`src/rtl/sopc_data_bus_pkg.sv`:
```
// Shared definitions for the data-side interconnect: FSM encoding, defaults
// and the slave index map used by the SoC.
package sopc_data_bus_pkg;

  typedef enum logic [1:0] {
    ST_IDLE = 2'd0,
    ST_BUSY = 2'd1,
    ST_DONE = 2'd2
  } bus_state_t;

  localparam int DEF_TIMEOUT = 15;

  localparam int SLV_RAM   = 0;
  localparam int SLV_UART  = 1;
  localparam int SLV_GPIO  = 2;
  localparam int SLV_TIMER = 3;

  // Width needed to hold a BUSY-cycle count up to and including the timeout.
  function automatic int cnt_width(input int timeout);
    return $clog2(timeout + 1);
  endfunction

endpackage

```
`src/rtl/sopc_data_bus_if.sv`:
```
// Slave-side bus of the data interconnect: one-hot request, shared
// latched command, per-slave read data and acknowledge.
interface sopc_data_bus_if #(
  parameter int NUM_SLV = 4,
  parameter int ADDR_W  = 32,
  parameter int DATA_W  = 32
);

  logic [NUM_SLV-1:0]        s_cyc;
  logic                      s_we;
  logic [ADDR_W-1:0]         s_addr;
  logic [DATA_W-1:0]         s_wdata;
  logic [DATA_W/8-1:0]       s_sel;
  logic [NUM_SLV*DATA_W-1:0] s_rdata;
  logic [NUM_SLV-1:0]        s_ack;

  modport master (
    output s_cyc, s_we, s_addr, s_wdata, s_sel,
    input  s_rdata, s_ack
  );

  modport slave (
    input  s_cyc, s_we, s_addr, s_wdata, s_sel,
    output s_rdata, s_ack
  );

endinterface

```
`src/rtl/sopc_addr_decode.sv`:
```
// Combinational address decode: top address bits select a slave; indices
// beyond the populated slave count are flagged invalid.
module sopc_addr_decode #(
  parameter int NUM_SLV = 4,
  parameter int ADDR_W  = 32,
  parameter int SEL_W   = $clog2(NUM_SLV)
) (
  input  logic [ADDR_W-1:0]  addr,
  output logic [NUM_SLV-1:0] onehot,
  output logic [SEL_W-1:0]   idx,
  output logic               invalid
);

  logic unused_low;
  assign unused_low = ^addr[ADDR_W-SEL_W-1:0];

  assign idx     = addr[ADDR_W-1 -: SEL_W];
  assign invalid = ({1'b0, idx} >= (SEL_W+1)'(NUM_SLV));

  always_comb begin
    onehot = '0;
    for (int i = 0; i < NUM_SLV; i++) begin
      onehot[i] = (idx == SEL_W'(i));
    end
  end

endmodule

```
`src/rtl/sopc_data_bus.sv`:
```
// Data-side interconnect between the CPU data port and NUM_SLV slaves with
// request/ack handshake, pipeline stall and timeout-to-bus-error.
//
//   state   | meaning
//   --------+-----------------------------------------------------------
//   IDLE    | waiting for cpu_ce; command latched and decoded on request
//   BUSY    | one-hot s_cyc held until ack or timeout
//   DONE    | result (rdata / bus_err) presented for one cycle, stall released
module sopc_data_bus
  import sopc_data_bus_pkg::*;
#(
  parameter int NUM_SLV = 4,
  parameter int ADDR_W  = 32,
  parameter int DATA_W  = 32,
  parameter int TIMEOUT = DEF_TIMEOUT
) (
  input  logic                clk,
  input  logic                rst,
  input  logic                cpu_ce,
  input  logic                cpu_we,
  input  logic [ADDR_W-1:0]   cpu_addr,
  input  logic [DATA_W-1:0]   cpu_wdata,
  input  logic [DATA_W/8-1:0] cpu_sel,
  output logic [DATA_W-1:0]   cpu_rdata,
  output logic                stallreq,
  output logic                bus_err,
  output logic [ADDR_W-1:0]   err_addr,
  sopc_data_bus_if.master     bus
);

  localparam int SEL_W = $clog2(NUM_SLV);
  localparam int CNT_W = cnt_width(TIMEOUT);

  bus_state_t         state, state_nxt;
  logic [NUM_SLV-1:0] dec_onehot;
  logic [SEL_W-1:0]   dec_idx;
  logic               dec_invalid;
  logic [SEL_W-1:0]   cur_idx;
  logic [CNT_W-1:0]   cnt;
  logic               start, fin_ok, fin_err;
  logic               ack_hit, cnt_hit;
  logic [DATA_W-1:0]  rdata_sel;

  sopc_addr_decode #(
    .NUM_SLV (NUM_SLV),
    .ADDR_W  (ADDR_W),
    .SEL_W   (SEL_W)
  ) u_addr_decode (
    .addr    (cpu_addr),
    .onehot  (dec_onehot),
    .idx     (dec_idx),
    .invalid (dec_invalid)
  );

  // s_cyc is one-hot, so masking filters out acks from unselected slaves.
  assign ack_hit = |(bus.s_cyc & bus.s_ack);
  assign cnt_hit = (cnt == CNT_W'(TIMEOUT));

  always_comb begin
    rdata_sel = '0;
    for (int i = 0; i < NUM_SLV; i++) begin
      if (cur_idx == SEL_W'(i)) begin
        rdata_sel = bus.s_rdata[i*DATA_W +: DATA_W];
      end
    end
  end

  // Reset gates the request so the pipeline is never stalled while held in reset.
  assign stallreq = rst & cpu_ce & (state != ST_DONE);

  always_ff @(posedge clk or negedge rst) begin
    if (!rst) begin
      state <= ST_IDLE;
    end else begin
      state <= state_nxt;
    end
  end

  always_comb begin
    state_nxt = state;
    start     = 1'b0;
    fin_ok    = 1'b0;
    fin_err   = 1'b0;
    case (state)
      ST_IDLE: begin
        if (cpu_ce) begin
          start = 1'b1;
          if (dec_invalid) begin
            fin_err   = 1'b1;
            state_nxt = ST_DONE;
          end else begin
            state_nxt = ST_BUSY;
          end
        end
      end
      ST_BUSY: begin
        // An ack arriving on the timeout cycle still completes normally.
        if (ack_hit) begin
          fin_ok    = 1'b1;
          state_nxt = ST_DONE;
        end else if (cnt_hit) begin
          fin_err   = 1'b1;
          state_nxt = ST_DONE;
        end
      end
      ST_DONE: state_nxt = ST_IDLE;
      default: state_nxt = ST_IDLE;
    endcase
  end

  always_ff @(posedge clk or negedge rst) begin
    if (!rst) begin
      bus.s_cyc   <= '0;
      bus.s_we    <= 1'b0;
      bus.s_addr  <= '0;
      bus.s_wdata <= '0;
      bus.s_sel   <= '0;
      cur_idx     <= '0;
      cnt         <= '0;
      cpu_rdata   <= '0;
      bus_err     <= 1'b0;
      err_addr    <= '0;
    end else begin
      bus_err <= 1'b0;
      if (start) begin
        bus.s_we    <= cpu_we;
        bus.s_addr  <= cpu_addr;
        bus.s_wdata <= cpu_wdata;
        bus.s_sel   <= cpu_sel;
        cur_idx     <= dec_idx;
        cnt         <= '0;
        bus.s_cyc   <= dec_invalid ? '0 : dec_onehot;
      end else if (state == ST_BUSY && !fin_ok && !fin_err) begin
        cnt <= cnt + CNT_W'(1);
      end
      if (fin_ok || fin_err) begin
        bus.s_cyc <= '0;
      end
      if (fin_ok) begin
        cpu_rdata <= bus.s_we ? '0 : rdata_sel;
      end
      if (fin_err) begin
        bus_err   <= 1'b1;
        cpu_rdata <= '0;
        err_addr  <= start ? cpu_addr : bus.s_addr;
      end
    end
  end

endmodule

```
`src/flat_wrapper.sv`:
```
// flat-port wrapper written by rule: the top's interface ports become plain ports
module sopc_data_bus_flat import sopc_data_bus_pkg::*;
#(
  parameter int NUM_SLV = 4,
  parameter int ADDR_W  = 32,
  parameter int DATA_W  = 32,
  parameter int TIMEOUT = DEF_TIMEOUT
)
  (clk, rst, cpu_ce, cpu_we, cpu_addr, cpu_wdata, cpu_sel, cpu_rdata, stallreq, bus_err, err_addr, bus_s_cyc, bus_s_we, bus_s_addr, bus_s_wdata, bus_s_sel, bus_s_rdata, bus_s_ack);
  sopc_data_bus_if #(.NUM_SLV(NUM_SLV), .ADDR_W(ADDR_W), .DATA_W(DATA_W)) bus_i ();
  input  logic clk;
  input  logic rst;
  input  logic cpu_ce;
  input  logic cpu_we;
  input  logic [ADDR_W-1:0] cpu_addr;
  input  logic [DATA_W-1:0] cpu_wdata;
  input  logic [DATA_W/8-1:0] cpu_sel;
  output logic [DATA_W-1:0] cpu_rdata;
  output logic stallreq;
  output logic bus_err;
  output logic [ADDR_W-1:0] err_addr;
  output wire logic [$bits(bus_i.s_cyc)-1:0] bus_s_cyc;
  output wire logic [$bits(bus_i.s_we)-1:0] bus_s_we;
  output wire logic [$bits(bus_i.s_addr)-1:0] bus_s_addr;
  output wire logic [$bits(bus_i.s_wdata)-1:0] bus_s_wdata;
  output wire logic [$bits(bus_i.s_sel)-1:0] bus_s_sel;
  input wire logic [$bits(bus_i.s_rdata)-1:0] bus_s_rdata;
  input wire logic [$bits(bus_i.s_ack)-1:0] bus_s_ack;
  assign bus_s_cyc = bus_i.s_cyc;
  assign bus_s_we = bus_i.s_we;
  assign bus_s_addr = bus_i.s_addr;
  assign bus_s_wdata = bus_i.s_wdata;
  assign bus_s_sel = bus_i.s_sel;
  assign bus_i.s_rdata = bus_s_rdata;
  assign bus_i.s_ack = bus_s_ack;
  sopc_data_bus #(.NUM_SLV(NUM_SLV), .ADDR_W(ADDR_W), .DATA_W(DATA_W), .TIMEOUT(TIMEOUT)) u_core (.clk(clk), .rst(rst), .cpu_ce(cpu_ce), .cpu_we(cpu_we), .cpu_addr(cpu_addr), .cpu_wdata(cpu_wdata), .cpu_sel(cpu_sel), .cpu_rdata(cpu_rdata), .stallreq(stallreq), .bus_err(bus_err), .err_addr(err_addr), .bus(bus_i));
endmodule
```
`config.mk`:
```
export PLATFORM = sky130hd
export DESIGN_NAME = sopc_data_bus_flat
export DESIGN_NICKNAME = d
export VERILOG_FILES = /design/src/rtl/sopc_data_bus_pkg.sv /design/src/rtl/sopc_data_bus_if.sv /design/src/rtl/sopc_addr_decode.sv /design/src/rtl/sopc_data_bus.sv /design/src/flat_wrapper.sv
export SDC_FILE = /design/constraint.sdc
export NUM_CORES = 1
export LEC_CHECK = 0
export BUFFER_PORTS_ARGS = -buffer_cell sky130_fd_sc_hd__clkbuf_2
export CORE_ASPECT_RATIO = 0.6
export CORE_MARGIN = 5
export CORE_UTILIZATION = 45
export DETAILED_ROUTE_END_ITERATION = 8
export GPL_TIMING_DRIVEN = 0
export PLACE_DENSITY = 0.81
export SYNTH_ARGS = -nofsm -noshare
export SYNTH_HDL_FRONTEND = slang
export SYNTH_SLANG_ARGS = --single-unit
```
`constraint.sdc`:
```
create_clock -name clk -period 2.23 [get_ports clk]
set_input_delay 0.1115 -clock clk [delete_from_list [all_inputs] [get_ports clk]]
set_output_delay 0.1115 -clock clk [all_outputs]
set_load 0.005 [all_outputs]
```
# Word-level counts from Yosys, hierarchy flattened
# Cells that the tools add are included.
# totals
inputBits	204
regBits	146
# classes
n_eq_ne	11
bitwise	3
n_mux	24
n_addsub	1
n_reduce_logical	13
# ops
cell	n
32-bit 2-to-1 mux	8
4-bit 2-to-1 mux	4
2-bit == test, second input constant	4
1-bit 2-to-1 mux	8
2-bit by 1-bit == test with 1-bit output, second input constant	3
2-bit zero test	3
2-bit 2-to-1 mux	3
2-bit nonzero test	3
4-bit by 1-bit adder with 4-bit output, second input constant	1
4-bit AND	1
4-bit == test, second input constant	1
2-bit != test, second input constant	2
2-bit case mux with 2 select lines	1
4-bit OR reduction	1
3-bit by 1-bit != test with 1-bit output, second input constant	1
1-bit AND	2
1-bit logical AND	2
1-bit zero test	2
2-bit AND reduction	1
1-bit logical OR	1

# Depth between registers and ports, before layout
# depth
word_depth	9
ltp_mapped	7
ltp_nobuf	5

# Cells and area by module
# Synthesis repeated with hierarchy kept, for this count alone.
# hier_totals
cells_unflattened	576
area_unflattened_um2	6483.7
# by_module_without_submodules
mod	area_per_inst_um2	cells_per_inst	seq_area_each_um2	instances
sopc_data_bus	6431.2	568	3653.5	1
sopc_addr_decode	52.6	8	0.0	1

# Worst setup path before layout
# Ideal clock, no wire load.
# synth_timing
path_type	flip-flop to flip-flop
startpoint	register u_core.state[0]
endpoint	register u_core.err_addr[28]
setup_ps	125
path_buffers	2
arrival_time_ps	1545
period_less_slack_ps	1670
path_stages_with_launch	6
slack_ps	560
cell_sequence	dfrtp_1 -> nor3b_2 -> buf_2 -> buf_4 -> mux2_4 -> mux2_2
# synth_between
elab_chain_cells	3
# synth_rtl
element	line	source
from (decl)	sopc_data_bus.sv:34	bus_state_t state, state_nxt;
from (signal assigned)	sopc_data_bus.sv:75	state <= state_nxt;
2-bit zero test	sopc_data_bus.sv:84	case (state)
1-bit 2-to-1 mux	sopc_data_bus.sv:84	
32-bit 2-to-1 mux	sopc_data_bus.sv:145	err_addr <= start ? cpu_addr : bus.s_addr;
to (signal assigned)	sopc_data_bus.sv:145	
to (decl)	sopc_data_bus.sv:27	output logic [ADDR_W-1:0] err_addr,
# Several ways; a longest one is shown, not always the timed one.
# A chain may end at the register's enable or synchronous reset.

# Final worst setup path
# layout_timing
startpoint	register u_core.bus.s_cyc[2]
endpoint	register u_core.err_addr[6]
# layout_between
elab_chain_cells	4
# layout_rtl
element	line	source
from (decl)	sopc_data_bus_if.sv:18	output s_cyc, s_we, s_addr, s_wdata, s_sel,
from (signal assigned)	sopc_data_bus.sv:132	bus.s_cyc <= dec_invalid ? '0 : dec_onehot;
4-bit AND	sopc_data_bus.sv:56	assign ack_hit = |(bus.s_cyc & bus.s_ack);
4-bit OR reduction	sopc_data_bus.sv:56	
1-bit 2-to-1 mux	sopc_data_bus.sv:98	if (ack_hit) begin
1-bit 2-to-1 mux	-	
# No other way between the ends.

==> results.txt <==
The logs give 634 uV for the worst-case vdd ir drop and 2.30 ns for the arrival time at the worst endpoint. At the pin with the least slew margin, the transition time is 0.592 ns. The run gives 60.5% as the worst slew margin relative to its limit.

Entering global routing, the biggest net connects 77 pins. During I/O placement, the number of pins put on the boundary was 343. The post-route DRC violation count was 0.

The worst hold path endpoint was u_core.bus.s_cyc[0]. Leaving out fill and tap cells, the most frequent cells in the layout are sky130_fd_sc_hd__clkbuf_2 (341), sky130_fd_sc_hd__dfrtp_1 (146), sky130_fd_sc_hd__nand2_1 (124). Buffers placed on the I/O ports in this run total 342.

Synthesis produced a netlist with a net count of 674. The number of maximum-capacitance constraint violations is 0. The post-route netlist has 53.9% of its cells at a drive strength greater than 1. In this run the register-to-register setup slack is 0.22 ns.

The final net count came out at 1106. The flow ran to the end, and the final reports show no timing, DRC or antenna violations. The tools report the clock latency of the later-clocked register in the worst-skew pair as 0.41 ns.

Of all cell types, the one taking the most synthesized area is sky130_fd_sc_hd__dfrtp_1. The total of flip-flops plus latches after synthesis is 146. The library cell used most frequently in the layout, excluding fill and tap cells, is sky130_fd_sc_hd__clkbuf_2. The post-place instance area came out at 8190 um^2. The run gives 0 as the number of hold violations in the final report. The worst hold path passes through 4 cells.

STA classifies the critical path startpoint as a flip-flop. Setup repair after global routing left no endpoint under its margin. Across the whole layout, storage elements account for 3650 um^2. The run gives 0 as the final antenna-violating net count. The worst min-delay path category was in -> reg.

Type of destination of the critical path: a flip-flop. Clock tree synthesis inserted a total of 17 buffers. The filler cell count is 974, and the horizontal die dimension is 162 um.

Dividing the detail-routed via count by the number of cells gives 5.12. TritonCTS built the clock tree. The fraction of post-synthesis cell area in the top cell type by area was 58.7%.

The tree is rooted in a sky130_fd_sc_hd__clkbuf_16. The startpoint identified for the worst hold timing path is cpu_ce. The critical path class is reg -> reg. The final critical-path share of the clock period came out at 90.3%.

The worst reg2reg path startpoint is u_core.bus.s_cyc[2]. After clock tree synthesis, the setup repair step added 0 buffers. After routing the design area is 9490 um^2. The area of the placeable core is 13600 um^2, and the leftover overflow at the end of global routing is 0. Sequential cells were found to cover 58.7% of the synthesized design area.

Timing would allow up to 496 MHz. After clock tree synthesis, the clock-pin slew on the worst setup and hold paths is 0.07 ns. In this run the power density over the cells is 1210 nW/um^2.

The logs give 0.843 for the global placement routability congestion and 469 for the synthesized instance count. The area growth from synthesis to final layout is 52.5%. The run gives 5925 as the number of global-route vias before repair. The endpoint identified for the worst register-to-register timing path is u_core.err_addr[6].

STA puts the critical path data required time at 2.52 ns. For this block, the via count after detailed routing is 5579. The tree built by TritonCTS fans out to 146 sinks. The multi-input combinational cells in the finished layout cover a total of 2390 um^2. Setup violations remaining at the end of the flow were counted as 0.

Global routing used 25.5% of the available tracks across all layers. Number of pins with negative max-slew slack in the final report: 0. The final period demand of the worst path is 2.01 ns, and the number of cells traversed by the worst register-to-register path is 4. The number of antenna diodes in the final layout is 0. The tools report the final wirelength as 20.9 mm. After synthesis, the netlist uses 32 different library cells. For the maximum count of clock buffers along a single path, the log shows 2. Clock skew on the completed layout was measured at 0.0137 ns. For the floorplan row count, the log shows 33. The number of levels in the clock H-tree was 4. The cell area after technology mapping was 6220 um^2; the area of the die was 16400 um^2. The initial cell density of the core was 45.8%; the die outline height was 101 um.

The first global-routing pass estimated 32.3 mm of wire. The share of the core filled with cells was 69.9%. In this run the worst path has a maximum fanout of 10. The total of warnings raised by yosys is 0, and the number of antenna violations at the first check in global routing is 0.

For the DRC violation total after the first TritonRoute iteration, the log shows 230. Detailed placement ended at an HPWL of 15.0 mm. The synthesized area per cell is 13.3 um^2, and the static power due to leakage is 0.00509 uW. Routed length per placed instance: 19.2 um.

The first-pass detailed-route iteration total is 4. By area the synthesized netlist is led by sky130_fd_sc_hd__dfrtp_1 (59%), sky130_fd_sc_hd__mux4_2 (12%), sky130_fd_sc_hd__mux2_2 (11%), sky130_fd_sc_hd__nand2_1 (7.5%), sky130_fd_sc_hd__a22o_1 (4.5%).
## routing by layer
metal  GRT usage, %  vias to the layer above  wire length, um
met2           43.8                      251            10600
met5              0                        -                0
li1               -                     2530                -
met1           31.9                     2762             8320
met4           7.28                        0              414
met3           7.23                       36             1560
## synthesized netlist by cell type (all sizes together)
| library cell | n |
|---|---|
| a211oi | 1 |
| a22o | 32 |
| nor3 | 2 |
| nor3b | 1 |
| mux2 | 62 |
| o31ai | 1 |
| o211ai | 1 |
| nand3b | 2 |
| nor2 | 1 |
| nor2b | 1 |
| a22oi | 2 |
| a21oi | 3 |
| nand2b | 1 |
| clkbuf | 7 |
| nand4 | 3 |
| a31o | 1 |
| and2 | 1 |
| inv | 7 |
| nand3 | 7 |
| dfrtp | 146 |
| and3 | 1 |
| or3 | 1 |
| buf | 24 |
| ha | 1 |
| o21ai | 4 |
| nand2 | 124 |
| mux4 | 32 |
## critical path, stage by stage (launching register included)
cell and delay, ns:
sky130_fd_sc_hd__dfrtp_1 0.44, sky130_fd_sc_hd__a22oi_1 0.49, sky130_fd_sc_hd__nand4_1 0.32, sky130_fd_sc_hd__buf_2 0.30, sky130_fd_sc_hd__mux2_1 0.34
## report_power, final
part | leakage [uW] | internal (uW) | switching (uW) | total (uW)
clock network | 0.000291 | 1600 | 1240 | 2840
logic | 0.00294 | 2210 | 2240 | 4450
registers | 0.00187 | 3600 | 598 | 4200
total | 0.00509 | 7410 | 4070 | 11500
## flip-flops by register name, indices dropped and copies added, names as in the netlist
| signal | count |
|---|---|
| u_core.bus.s_addr | 32 |
| u_core.bus.s_wdata | 32 |
| u_core.cpu_rdata | 32 |
| u_core.err_addr | 32 |
| u_core.bus.s_cyc | 4 |
| u_core.bus.s_sel | 4 |
| u_core.cnt | 4 |
| u_core.cur_idx | 2 |
| u_core.state | 2 |
| u_core.bus.s_we | 1 |
| u_core.bus_err | 1 |
## cells by family (layout without fill, tap and decap cells)
logic type	Yosys count	after routing	synth area share [%]
DFF	146	146	58.7
and+or+nand+nor	145	145	9.59
adders and majority gates	1	1	0.201
muxes	94	94	22.9
buffers and inverters	38	483	2.82
AOI/OAI and AO/OA	45	45	5.81
## per-stage QoR
stage,total power [uW],TNS [ns],cells,worst slack [ns],hold WS (ns)
floorplan,6590,0,469,0.560,-0.184
global placement,8340,-201.28,986,-1.38,0.302
detailed placement,8500,0,987,0.154,0.152
CTS,11500,0,1089,0.132,0.105
global route,12200,0,1089,0.0831,0.126
finish,11500,0,1089,0.216,0.125
## area by class of cell
class                           instances  share of cell area, %
Multi-Input combinational cell        285                   25.2
Clock buffer                           17                   4.48
Tap cell                              175                   2.31
Sequential cell                       146                   38.5
Buffer                                 31                   1.57
Inverter                                7                  0.277
Clock inverter                         15                   1.77
Timing Repair Buffer                  413                   25.9
## timing repair
item,in CTS,in global routing
hold buffers,70,0
setup endpoints to repair,0,1
hold endpoints to repair,142,0
resized for setup,0,2
## worst max path at each step
stage                        start                     to  slack, ns  depth (start not counted)
4_1_cts                        rst               stallreq       0.13                          6
2_1_floorplan      u_core.state[0]    u_core.err_addr[28]       0.56                          5
3_5_place_dp   u_core.bus.s_cyc[2]     u_core.err_addr[6]       0.15                          4
5_1_grt                        rst               stallreq       0.08                          6
3_3_place_gp                   rst  u_core.bus.s_addr[12]      -1.38                          1
6_report       u_core.bus.s_cyc[2]     u_core.err_addr[6]       0.22                          4
Power figures use the tool's default switching activity.
